### config.mk
export PLATFORM = sky130hd
export DESIGN_NAME = mem_port_arbiter
export DESIGN_NICKNAME = d
export VERILOG_FILES = /design/src/rtl/mem_port_arbiter.sv
export SDC_FILE = /design/constraint.sdc
export NUM_CORES = 1
export LEC_CHECK = 0
export ABC_CLOCK_PERIOD_IN_PS = 1760
export BUFFER_PORTS_ARGS = -buffer_cell sky130_fd_sc_hd__clkbuf_2
export CAP_MARGIN = 15
export CELL_PAD_IN_SITES_DETAIL_PLACEMENT = 2
export CELL_PAD_IN_SITES_GLOBAL_PLACEMENT = 2
export CORE_MARGIN = 2
export CORE_UTILIZATION = 21
export DETAILED_ROUTE_END_ITERATION = 8
export PLACE_DENSITY_LB_ADDON = 0.1
export SLEW_MARGIN = 15
export SYNTH_ARGS = -nofsm -noshare
export SYNTH_HDL_FRONTEND = slang
export SYNTH_SLANG_ARGS = --single-unit
export TNS_END_PERCENT = 1
### constraint.sdc
create_clock -name clk -period 1.76 [get_ports clk]
set_input_delay 0.528 -clock clk [delete_from_list [all_inputs] [get_ports clk]]
set_output_delay 0.528 -clock clk [all_outputs]
set_load 0.005 [all_outputs]
### src/rtl/mem_port_arbiter.sv
// mem_port_arbiter
//   Lets the rv32i instruction fetch port and the data load/store port share
//   one single-port ssram (unified code + data memory). Each access takes
//   three cycles: IDLE -> ACCESS -> RESP. Data always has priority, but fetch
//   is forced through after MAX_DATA_BURST back-to-back data grants so it
//   cannot be starved.
//
//   state  | meaning
//   -------+------------------------------------------------------------
//   IDLE   | arbitrate; register the winner's strobe, address and data
//   ACCESS | ssram strobe (m_re or m_we) is high for this one cycle
//   RESP   | owner's ack high, ssram read data valid; always back to IDLE
//
// Ports
//   clk, rst                    clock; synchronous active-low reset
//   i_req/i_addr                fetch request (level) and byte address
//   i_ack/i_rdata               fetch completion pulse and read data
//   d_rd_req/d_wr_req           data read / write requests (level)
//   d_addr/d_wdata/d_be         data byte address, write data, byte enables
//   d_rd_ack/d_rdata/d_wr_ack   data completion pulses and read data
//   m_addr/m_re/m_we/m_be/m_wdata/m_rdata  ssram word-addressed port
//   busy                        high whenever the FSM is not in IDLE
module mem_port_arbiter #(
  parameter int ADDR_W         = 32,
  parameter int DATA_W         = 32,
  parameter int MAX_DATA_BURST = 4
) (
  input  logic                clk,
  input  logic                rst,
  input  logic                i_req,
  input  logic [ADDR_W-1:0]   i_addr,
  output logic                i_ack,
  output logic [DATA_W-1:0]   i_rdata,
  input  logic                d_rd_req,
  input  logic                d_wr_req,
  input  logic [ADDR_W-1:0]   d_addr,
  input  logic [DATA_W-1:0]   d_wdata,
  input  logic [DATA_W/8-1:0] d_be,
  output logic                d_rd_ack,
  output logic [DATA_W-1:0]   d_rdata,
  output logic                d_wr_ack,
  output logic [ADDR_W-3:0]   m_addr,
  output logic                m_re,
  output logic                m_we,
  output logic [DATA_W/8-1:0] m_be,
  output logic [DATA_W-1:0]   m_wdata,
  input  logic [DATA_W-1:0]   m_rdata,
  output logic                busy
);

  localparam int BE_W  = DATA_W / 8;
  localparam int CNT_W = $clog2(MAX_DATA_BURST + 1);
  localparam logic [CNT_W-1:0] CNT_MAX = CNT_W'(MAX_DATA_BURST);

  localparam logic [1:0] ST_IDLE   = 2'd0;
  localparam logic [1:0] ST_ACCESS = 2'd1;
  localparam logic [1:0] ST_RESP   = 2'd2;

  localparam logic [1:0] OWN_NONE  = 2'd0;
  localparam logic [1:0] OWN_FETCH = 2'd1;
  localparam logic [1:0] OWN_DRD   = 2'd2;
  localparam logic [1:0] OWN_DWR   = 2'd3;

  logic [1:0]        state_q, state_d;
  logic [1:0]        owner_q, owner_d;
  logic [CNT_W-1:0]  starve_cnt_q, starve_cnt_d;
  logic [ADDR_W-3:0] m_addr_q, m_addr_d;
  logic              m_re_q, m_re_d;
  logic              m_we_q, m_we_d;
  logic [BE_W-1:0]   m_be_q, m_be_d;
  logic [DATA_W-1:0] m_wdata_q, m_wdata_d;
  logic              i_ack_q, i_ack_d;
  logic              d_rd_ack_q, d_rd_ack_d;
  logic              d_wr_ack_q, d_wr_ack_d;
  logic              fetch_wins;

  // Word addressing drops the byte-offset bits.
  logic unused_addr_lsbs;
  assign unused_addr_lsbs = ^{i_addr[1:0], d_addr[1:0]};

  // Fetch wins when data has used up its burst allowance or nothing else asks.
  assign fetch_wins = i_req && ((starve_cnt_q == CNT_MAX) || !(d_wr_req || d_rd_req));

  always_comb begin
    state_d      = state_q;
    owner_d      = owner_q;
    starve_cnt_d = starve_cnt_q;
    m_addr_d     = m_addr_q;
    m_be_d       = m_be_q;
    m_wdata_d    = m_wdata_q;
    m_re_d       = 1'b0;
    m_we_d       = 1'b0;
    i_ack_d      = 1'b0;
    d_rd_ack_d   = 1'b0;
    d_wr_ack_d   = 1'b0;
    case (state_q)
      ST_IDLE: begin
        if (i_req || d_rd_req || d_wr_req) begin
          state_d = ST_ACCESS;
          if (fetch_wins) begin
            owner_d      = OWN_FETCH;
            m_addr_d     = i_addr[ADDR_W-1:2];
            m_re_d       = 1'b1;
            m_be_d       = '0;
            m_wdata_d    = '0;
            starve_cnt_d = '0;
          end else begin
            m_addr_d = d_addr[ADDR_W-1:2];
            if (d_wr_req) begin
              owner_d   = OWN_DWR;
              m_we_d    = 1'b1;
              m_be_d    = d_be;
              m_wdata_d = d_wdata;
            end else begin
              owner_d   = OWN_DRD;
              m_re_d    = 1'b1;
              m_be_d    = '0;
              m_wdata_d = '0;
            end
            // Only data grants that make a waiting fetch wait longer count.
            if (!i_req)
              starve_cnt_d = '0;
            else if (starve_cnt_q != CNT_MAX)
              starve_cnt_d = starve_cnt_q + CNT_W'(1);
          end
        end
      end
      ST_ACCESS: begin
        state_d    = ST_RESP;
        i_ack_d    = (owner_q == OWN_FETCH);
        d_rd_ack_d = (owner_q == OWN_DRD);
        d_wr_ack_d = (owner_q == OWN_DWR);
      end
      ST_RESP: begin
        // No arbitration here: the acked requester still holds its req.
        state_d = ST_IDLE;
        owner_d = OWN_NONE;
      end
      default: begin
        state_d = ST_IDLE;
        owner_d = OWN_NONE;
      end
    endcase
  end

  always_ff @(posedge clk) begin
    if (!rst) begin
      state_q      <= ST_IDLE;
      owner_q      <= OWN_NONE;
      starve_cnt_q <= '0;
      m_addr_q     <= '0;
      m_re_q       <= 1'b0;
      m_we_q       <= 1'b0;
      m_be_q       <= '0;
      m_wdata_q    <= '0;
      i_ack_q      <= 1'b0;
      d_rd_ack_q   <= 1'b0;
      d_wr_ack_q   <= 1'b0;
    end else begin
      state_q      <= state_d;
      owner_q      <= owner_d;
      starve_cnt_q <= starve_cnt_d;
      m_addr_q     <= m_addr_d;
      m_re_q       <= m_re_d;
      m_we_q       <= m_we_d;
      m_be_q       <= m_be_d;
      m_wdata_q    <= m_wdata_d;
      i_ack_q      <= i_ack_d;
      d_rd_ack_q   <= d_rd_ack_d;
      d_wr_ack_q   <= d_wr_ack_d;
    end
  end

  assign m_addr   = m_addr_q;
  assign m_re     = m_re_q;
  assign m_we     = m_we_q;
  assign m_be     = m_be_q;
  assign m_wdata  = m_wdata_q;
  assign i_ack    = i_ack_q;
  assign d_rd_ack = d_rd_ack_q;
  assign d_wr_ack = d_wr_ack_q;
  // ssram data is only meaningful in the ack cycle; mask it otherwise.
  assign i_rdata  = i_ack_q    ? m_rdata : '0;
  assign d_rdata  = d_rd_ack_q ? m_rdata : '0;
  assign busy     = (state_q != ST_IDLE);

endmodule

==> After elaboration in Yosys (flattened, before gate mapping) <==
Index checks and enable logic that the tools add are counted.
W data, S select, Z words.
{ "op_classes": {"n_reduce_logical": 14, "add_sub_neg": 1, "eq_ne": 8, "bitwise": 4, "n_mux": 19} }
{ "ops": {"columns": ["operator", "n"], "rows": [
  ["$mux W32", 4],
  ["$mux W30", 1],
  ["$mux W3", 3],
  ["$mux W4", 2],
  ["$pmux W2 S2", 2],
  ["$mux W2", 3],
  ["$reduce_and A2 Y1", 3],
  ["$reduce_and A3 Y1", 2],
  ["$eq A2 B1 Y1 const B", 2],
  ["$eq A2 B2 Y1 const B", 2],
  ["$logic_or A1 B1 Y1", 4],
  ["$mux W1", 4],
  ["$not A1 Y1", 4],
  ["$reduce_or A4 Y1", 1],
  ["$add A3 B1 Y3 const B", 1],
  ["$eq A3 B3 Y1 const B", 1],
  ["$ne A3 B1 Y1 const B", 1],
  ["$ne A3 B3 Y1 const B", 1],
  ["$logic_not A2 Y1", 1],
  ["$ne A2 B2 Y1 const B", 1],
  ["$reduce_bool A2 Y1", 1],
  ["$logic_and A1 B1 Y1", 1],
  ["$logic_not A1 Y1", 1]
]} }
{ "word_totals": {"elab_cells": 57, "inputBits": 137, "out_inout_bits": 136, "reg_bits": 78} }

==> Logic depth before layout (Yosys ltp) <==
Gate-level depths: netlist (run 1).
{ "logic_depth": {"ltp_word": 7, "ltp_mapped": 6, "depth_no_buf": 5} }

==> Least setup slack after synthesis (run 1) <==
OpenSTA, ideal clock, no wires.
{ "synth_timing": {"path_kind": "input-to-reg", "from": "input d_wr_req", "to": "register m_addr_q[25] (netlist: m_addr[25])", "required_time_ps": 1641, "path_slack_ps": 107, "path_buffers": 3, "setup_time_ps": 119, "arrival_time_ps": 1535, "stages": 6, "path_cell_list": "buf_2 nor3_4 nor2_2 buf_2 buf_6 o221a_1"} }
{ "synth_between": {"elab_chain_len": 5, "elab_cells_between_ends": 7, "classes_between": "mux: 1; reduce/logical: 6"} }
{ "synth_lines": {"columns": ["item", "line_no", "rtl"], "rows": [
  ["from (decl)", "35", "input logic d_wr_req,"],
  ["$logic_or A1 B1 Y1", "82", "assign fetch_wins = i_req && ((starve_cnt_q == CNT_MAX) || !(d_wr_req || d_rd_req));"],
  ["$logic_not A1 Y1", "82", null],
  ["$logic_or A1 B1 Y1", "82", null],
  ["$logic_and A1 B1 Y1", "82", null],
  ["$mux W30", "100", "if (fetch_wins) begin"],
  ["to (signal assigned)", "163", "m_addr_q <= m_addr_d;"],
  ["to (decl)", "67", "logic [ADDR_W-3:0] m_addr_q, m_addr_d;"]
]} }
Parallel ways exist; a longest one is shown, timed or not.
A chain may end at the register's enable or synchronous reset.

==> Worst setup path in the final report (run 1) <==
{ "layout_timing": {"from": "register d_rd_ack_q (netlist: d_rd_ack)", "to": "output d_rdata[28]"} }
{ "layout_between": {"elab_chain_len": 1} }
{ "layout_lines": {"columns": ["item", "line_no", "rtl"], "rows": [
  ["from (decl)", "73", "logic d_rd_ack_q, d_rd_ack_d;"],
  ["from (signal assigned)", "169", "d_rd_ack_q <= d_rd_ack_d;"],
  ["$mux W32", "184", "assign d_rdata = d_rd_ack_q ? m_rdata : '0;"],
  ["to (decl)", "40", "output logic [DATA_W-1:0] d_rdata,"]
]} }
No other way between the ends.

==> run summary, run 1 <==
Status: finished, final reports clean
Core footprint: 17,900 µm²
Max-capacitance violation count: 0
Combinational share of power: 0.206
Worst min path class: input pin to register
Setup bufs post-CTS: 0
Clock tree buffer depth: 2
Most common cell after layout, fill and taps aside: clkbuf_2
Finished Core Util: 0.329
Sw Share: 0.277
Number of buffers created by CTS: 9
Crit-path leading delay family: flip-flops
Share of cells above drive strength 1: 0.465
RSZ-0062 raised after global routing: yes
Hold_sp: d_wdata[2]
Sequential share of power: 0.392
Slowest-stage cell, CP: dfxtp_4
Largest net degree at the start of global routing: 53
Startpoint types: register
Reg2reg start: starve_cnt_q[0]
P_int: 3.69 mW
Buf/Inv on CP: 2
First-pass GRT wire length: 25.2 mm
Number of global-route vias before repair: 4,675
Most frequent cells in the layout: clkbuf_2 (267), dfxtp_1 (77), nand2_1 (74), and2_1 (64), o22ai_1 (37)
Tightest Pin Transition: 0.340 ns
FF/Latch Area: 1570 µm²
Worst Hold Depth: 3
Crit. End Element: output port
Crit path kind: register to output port
Area taken by multi-input logic gates: 2030 µm²
Fin. max-slew vios: 0
DR vias/cell: 4.67
DP HPWL: 12.0 mm
Period Utilization, post-route: 0.962
Reg2reg setup slack: 0.08 ns
Clock Sinks: 78
WP data arrival: 1.16 ns
Hold endpoint: m_wdata[2]
Tot GR Track Use: 0.162
Skew final: 0.0105 ns
Synthesized flop and latch total: 78
Gpl congestion: 0.799
Max incr delay on CP: 0.40 ns
Die height: 139 µm
H-Tree Depth: 3
PortBufs: 268
Hold WS: 0.411 ns
Antenna violations before repair: 0
Worst R2R Path Depth: 6
Via count: 4,301
Avg Cell Area, Syn: 8.91 µm²
Root buf cell: clkbuf_16
Achievable Freq: 591 MHz
Pwr Density: 866 nW/µm²
Cells after Synth: 429
DRC errors left: 0
Clk network pwr share: 0.402
Placed cell areas: 5550 µm²
Setup violators final: 0
Final Critical Period: 1.69 ns
Worst path cell trace: buf_6 > and2_1 > clkbuf_2
Pre-antenna DRT Iters: 4
Hold Vio Cnt, Final: 0
CTS tree: built
Post-cts hold buffer count: 0
Die Width: 139 µm
RR Endpoint: m_addr[4]
Worst-path fanout max: 13
Io pins: 273
Clock slew at reported path FFs: 0.07 ns
Fillers: 2,091
Routed WL per cell: 17.3 µm
Worst-case vdd ir drop: 417 µV
YS warnings: 0
Nets: 826
Sequential fraction of the synthesis area: 0.409
Netlist cell types: 31
Lkg Pwr: 2.82 nW
CP Depth: 3
Rows: 49
Grt ovf: 0
Post_cts resized: 3
Rel. slew slack: 0.770
Post-Layout Inst Area: 5900 µm²
Post-Route WL: 15.9 mm
Syn Nets: 568
Antenna cells: 0
Area Overhead vs Synth: 54.3%
Mapped cell area: 3820 µm²
Die ar.: 19,300 µm²
Initial Util: 0.213
Initial detailed-routing violation count: 115
Crit path launch: d_rd_ack
Net Sw Power: 1.41 mW
Clock Latency Late Sink: 0.35 ns
WP data required: 1.23 ns
ANT nets after route: 0
## registers in the layout (all words and copies together), names as in the netlist
| signal | flops |
|---|---|
| starve_cnt_q | 3 |
| d_wr_ack | 1 |
| m_we | 1 |
| m_addr | 30 |
| m_re | 1 |
| state_q | 2 |
| d_rd_ack | 1 |
| owner_q | 2 |
| m_be | 4 |
| i_ack | 1 |
| m_wdata | 32 |
## Yosys cell counts, drive strengths merged
cell type,count,share of area
a21boi,33,0.065
a21oi,2,0.0026
a2bb2oi,1,0.0023
a311o,30,0.079
and2,64,0.10
and3,2,0.0033
and3b,1,0.0023
buf,21,0.034
clkbuf,27,0.027
dfxtp,78,0.41
ha,2,0.0065
inv,6,0.0059
nand2,74,0.073
nand3,3,0.0039
nand4,2,0.0033
nor2,4,0.0052
nor2b,1,0.0016
nor3,1,0.0043
nor3b,1,0.0020
nor4b,1,0.0023
o21ai,4,0.0052
o221a,30,0.088
o221ai,1,0.0023
o22ai,37,0.061
o2bb2ai,2,0.0062
or3,1,0.0016
## per-layer routing
metal | vias to the layer above | global-route usage | routed length, µm | part of all wire
li1 | 2082 | - | - | -
met3 | 14 | 0.0615 | 1280 | 0.081
met2 | 155 | 0.285 | 7930 | 0.50
met4 | 0 | 0.0441 | 205 | 0.013
met5 | - | 0 | 0 | 0
met1 | 2050 | 0.183 | 6470 | 0.41
## worst max-delay path by stage
| stage | endpoint | slack [ns] |
|---|---|---|
| 6_report | d_rdata[28] | 0.07 |
| 5_1_grt | d_rdata[28] | -0.002 |
| 4_1_cts | busy | 0.0005 |
| 3_5_place_dp | m_be[1] | -0.09 |
| 3_3_place_gp | m_wdata[5] | -0.01 |
| 2_1_floorplan | m_addr[25] | 0.11 |
## logic make-up (layout without fill, tap and decap cells)
group                      count (synthesis)  count (layout)  share of synthesized area
AOI/OAI and AO/OA                        140             140                      0.311
DFF                                       78              78                      0.409
and+or+nand+nor                          155             155                      0.207
buffers and inverters                     54             317                     0.0665
adders and majority gates                  2               2                    0.00655
## tightest hold or removal path, cell delays in order
cell	delay, ns
clkbuf_2	0.08
nand2_1	0.04
o22ai_1	0.06
## cell type report
type	count	area share
multi-input cells	297	0.344
repair buffers	295	0.283
flip-flops and latches	78	0.265
well taps	229	0.0486
clock buffers	9	0.0382
clock inverters	7	0.0168
inverters	6	0.00424
## metrics by stage
| stage | power [mW] | cells | TNS, ns | setup slack (ns) |
|---|---|---|---|---|
| final | 5.11 | 921 | 0 | 0.0676 |
| after global routing | 5.41 | 921 | -0.00185 | -0.00185 |
| after CTS | 5.22 | 921 | 0 | 0.000504 |
| after detailed placement | 3.11 | 905 | -1.80 | -0.0922 |
| after global placement | 3.07 | 905 | -0.241 | -0.0137 |
| after floorplan | 2.55 | 429 | 0 | 0.107 |
## power groups by stage
stage	clock, mW	combinational (mW)	sequential (mW)
floorplan	0	0.502	2.04
global placement	0	1.03	2.04
global route	2.21	1.17	2.02
CTS	2.14	1.08	2.01
finish	2.05	1.05	2.00
detailed placement	0	1.07	2.04
Power figures use the tool's default switching activity.
==> run 2, diff against run 1 <==
--- a/config.mk
+++ b/config.mk
@@ -8,8 +8,8 @@
 export ABC_CLOCK_PERIOD_IN_PS = 1760
 export BUFFER_PORTS_ARGS = -buffer_cell sky130_fd_sc_hd__clkbuf_2
-export CAP_MARGIN = 15
+export CAP_MARGIN = 20
 export CELL_PAD_IN_SITES_DETAIL_PLACEMENT = 2
 export CELL_PAD_IN_SITES_GLOBAL_PLACEMENT = 2
-export CORE_MARGIN = 2
+export CORE_MARGIN = 4
 export CORE_UTILIZATION = 21
 export DETAILED_ROUTE_END_ITERATION = 8
==> constraint.sdc (replaced) <==
create_clock -name clk -period 1.76 [get_ports clk]
set_input_delay 0.088 -clock clk [delete_from_list [all_inputs] [get_ports clk]]
set_output_delay 0.088 -clock clk [all_outputs]
set_load 0.005 [all_outputs]
==> run 2 against run 1 <==
Register-to-register slack improved by 0.05 ns. First-iteration DRC count rose by 18%. Core utilization rose by 1.3 points. Final cell count rose by 3.0%. Clock-buffer cell count rose by 2. Setup slack improved by 0.059 ns. Flip-flop and latch count did not move. Clock power fell by 5%. Final area rose by 3.8%. Combinational power rose by 4%. Largest power group is now registers.
==> run summary, run 2 (same netlist as run 1, synthesis figures left out) <==
Skew final: 0.00821 ns (was 0.0105 ns)
Antenna violations before repair: 0 (unchanged)
Pre-antenna DRT Iters: 4 (unchanged)
Pwr Density: 824 nW/µm² (was 866 nW/µm²)
Setup bufs post-CTS: 0 (unchanged)
Largest register FFs: 32 (unchanged)
Io pins: 273 (unchanged)
WP data required: 2.00 ns (was 1.23 ns)
H-Tree Depth: 3 (unchanged)
Crit-path leading delay family: compound AO/OA/AOI/OAI gates (was flip-flops)
Routed WL per cell: 18.2 µm (was 17.3 µm)
Clock slew at reported path FFs: 0.06 ns (was 0.07 ns)
Worst-path fanout max: 35 (was 13)
Fin. max-slew vios: 0 (unchanged)
CP Depth: 6 (was 3)
Clock tree buffer depth: 2 (unchanged)
Most frequent cells in the layout: clkbuf_2 (267), dfxtp_1 (76), nand2_1 (74), and2_1 (64), o22ai_1 (37) (was clkbuf_2 (267), dfxtp_1 (77), nand2_1 (74), and2_1 (64), o22ai_1 (37))
ANT nets after route: 0 (unchanged)
Area Overhead vs Synth: 60.2% (was 54.3%)
Rows: 49 (unchanged)
Via count: 4,510 (was 4,301)
CTS tree: built (unchanged)
Worst-case vdd ir drop: 442 µV (was 417 µV)
Worst R2R Path Depth: 6 (unchanged)
Slowest-stage cell, CP: a311o_1 (was dfxtp_4)
Crit path launch: starve_cnt_q[0] (was d_rd_ack)
Clock Sinks: 78 (unchanged)
PortBufs: 268 (unchanged)
Most common cell after layout, fill and taps aside: clkbuf_2 (unchanged)
Die Width: 143 µm (was 139 µm)
Tot GR Track Use: 0.160 (was 0.162)
Routed wl met2: 8.74 mm (was 7.93 mm)
Dpl cells: 897 (was 905)
Post-Route WL: 17.2 mm (was 15.9 mm)
Root buf cell: clkbuf_16 (unchanged)
Worst path cell trace: inv_1 > ha_2 > o2bb2ai_4 > buf_12 > a311o_1 > o221a_2 (was buf_6 > and2_1 > clkbuf_2)
Status: finished, final reports clean (unchanged)
Reg2reg setup slack: 0.13 ns (was 0.08 ns)
Antenna cells: 0 (unchanged)
Reg2reg start: starve_cnt_q[0] (unchanged)
Hold_sp: rst (was d_wdata[2])
Setup TNS: 0 ns (unchanged)
Crit. End Element: register (was output port)
Die ar.: 20,400 µm² (was 19,300 µm²)
DR vias/cell: 4.75 (was 4.67)
Clock Latency Late Sink: 0.35 ns (about the same)
Die height: 143 µm (was 139 µm)
First-pass GRT wire length: 26.0 mm (was 25.2 mm)
Initial detailed-routing violation count: 136 (was 115)
Period Utilization, post-route: 0.928 (was 0.962)
WP data arrival: 1.87 ns (was 1.16 ns)
Core footprint: 17,900 µm² (unchanged)
Routed wl met3: 1.58 mm (was 1.28 mm)
DP HPWL: 12.7 mm (was 12.0 mm)
Final Critical Period: 1.63 ns (was 1.69 ns)
Number of global-route vias before repair: 4,887 (was 4,675)
Worst min path class: input pin to register (unchanged)
Largest net degree at the start of global routing: 53 (unchanged)
Buf/Inv on CP: 2 (unchanged)
Grt ovf: 0 (unchanged)
DRC errors left: 0 (unchanged)
Metal-1 WL: 6.70 mm (was 6.47 mm)
Worst Hold Depth: 3 (unchanged)
Placed cell areas: 5460 µm² (was 5550 µm²)
Hold endpoint: m_be[2] (was m_wdata[2])
Max-capacitance violation count: 0 (unchanged)
Rel. slew slack: 0.731 (was 0.770)
Total design power: 5.04 mW (was 5.11 mW)
Lkg Pwr: 2.90 nW (was 2.82 nW)
Tightest Pin Transition: 0.404 ns (was 0.340 ns)
RR Endpoint: m_addr[1] (was m_addr[4])
Crit path kind: register to register (was register to output port)
Dpl ws: 0.0527 ns (was -0.0922 ns)
Layout Cells excl Fill: 949 (was 921)
Hold Vio Cnt, Final: 0 (unchanged)
Setup violators final: 0 (unchanged)
Initial Util: 0.213 (unchanged)
Number of buffers created by CTS: 9 (unchanged)
Gpl congestion: 0.716 (was 0.799)
Worst Slack Setup Final: 0.127 ns (was 0.0676 ns)
DR top layer: met4 (unchanged)
Max incr delay on CP: 0.36 ns (was 0.40 ns)
Startpoint types: register (unchanged)
Post-Layout Inst Area: 6120 µm² (was 5900 µm²)
Nets: 854 (was 826)
Share of cells above drive strength 1: 0.436 (was 0.465)
RSZ-0062 raised after global routing: no (was yes)
Achievable Freq: 612 MHz (was 591 MHz)
==> run 2: through the flow <==
stage               hold WS [ns]   util
finish                     0.108  0.342
global route               0.123  0.342
CTS                       0.0931  0.342
detailed placement         0.334  0.305
global placement           0.325  0.305
floorplan                  0.238      -
==> run 2: how the worst max path moves through the flow <==
stage / endpoint / slack [ns]
finish: m_addr[1] / 0.13
floorplan: m_addr[23] / 0.16
detailed placement: m_addr[1] / 0.05
CTS: m_addr[1] / 0.04
global route: m_addr[1] / 0.05
global placement: m_addr[0] / 0.11
==> run 2: power breakdown <==
group / switching [mW] / internal [mW]
logic: 0.544 / 0.547
registers: 0.0865 / 1.92
clock network: 0.808 / 1.14
total: 1.44 / 3.61
==> run 2: layout make-up <==
| class | count | area, µm² |
|---|---|---|
| Clock buffer | 11 | 243 |
| Clock inverter | 5 | 58.8 |
| Fill cell | 2055 | 11800 |
| Inverter | 6 | 22.5 |
| Multi-Input combinational cell | 297 | 2030 |
| Sequential cell | 78 | 1560 |
| Tap cell | 229 | 287 |
| Timing Repair Buffer | 323 | 1920 |
==> run 2: timing repair <==
item | in CTS | in global routing
endpoints found under the setup margin | 0 | 16
hold buffers | 36 | 0
resized for setup | 0 | 3
endpoints found under the hold margin | 36 | 0
==> run 2: per-layer routing <==
layer	vias to the layer above	track usage
met3	17	0.0620
met2	168	0.294
met5	-	0
li1	2136	-
met4	0	0.0375
met1	2189	0.173
==> run 2: worst reg2reg max path, cell delays in order, from the launching register on <==
cell	delay [ns]
dfxtp_2	0.33
inv_1	0.05
ha_2	0.20
o2bb2ai_4	0.15
buf_12	0.18
a311o_1	0.37
o221a_2	0.24
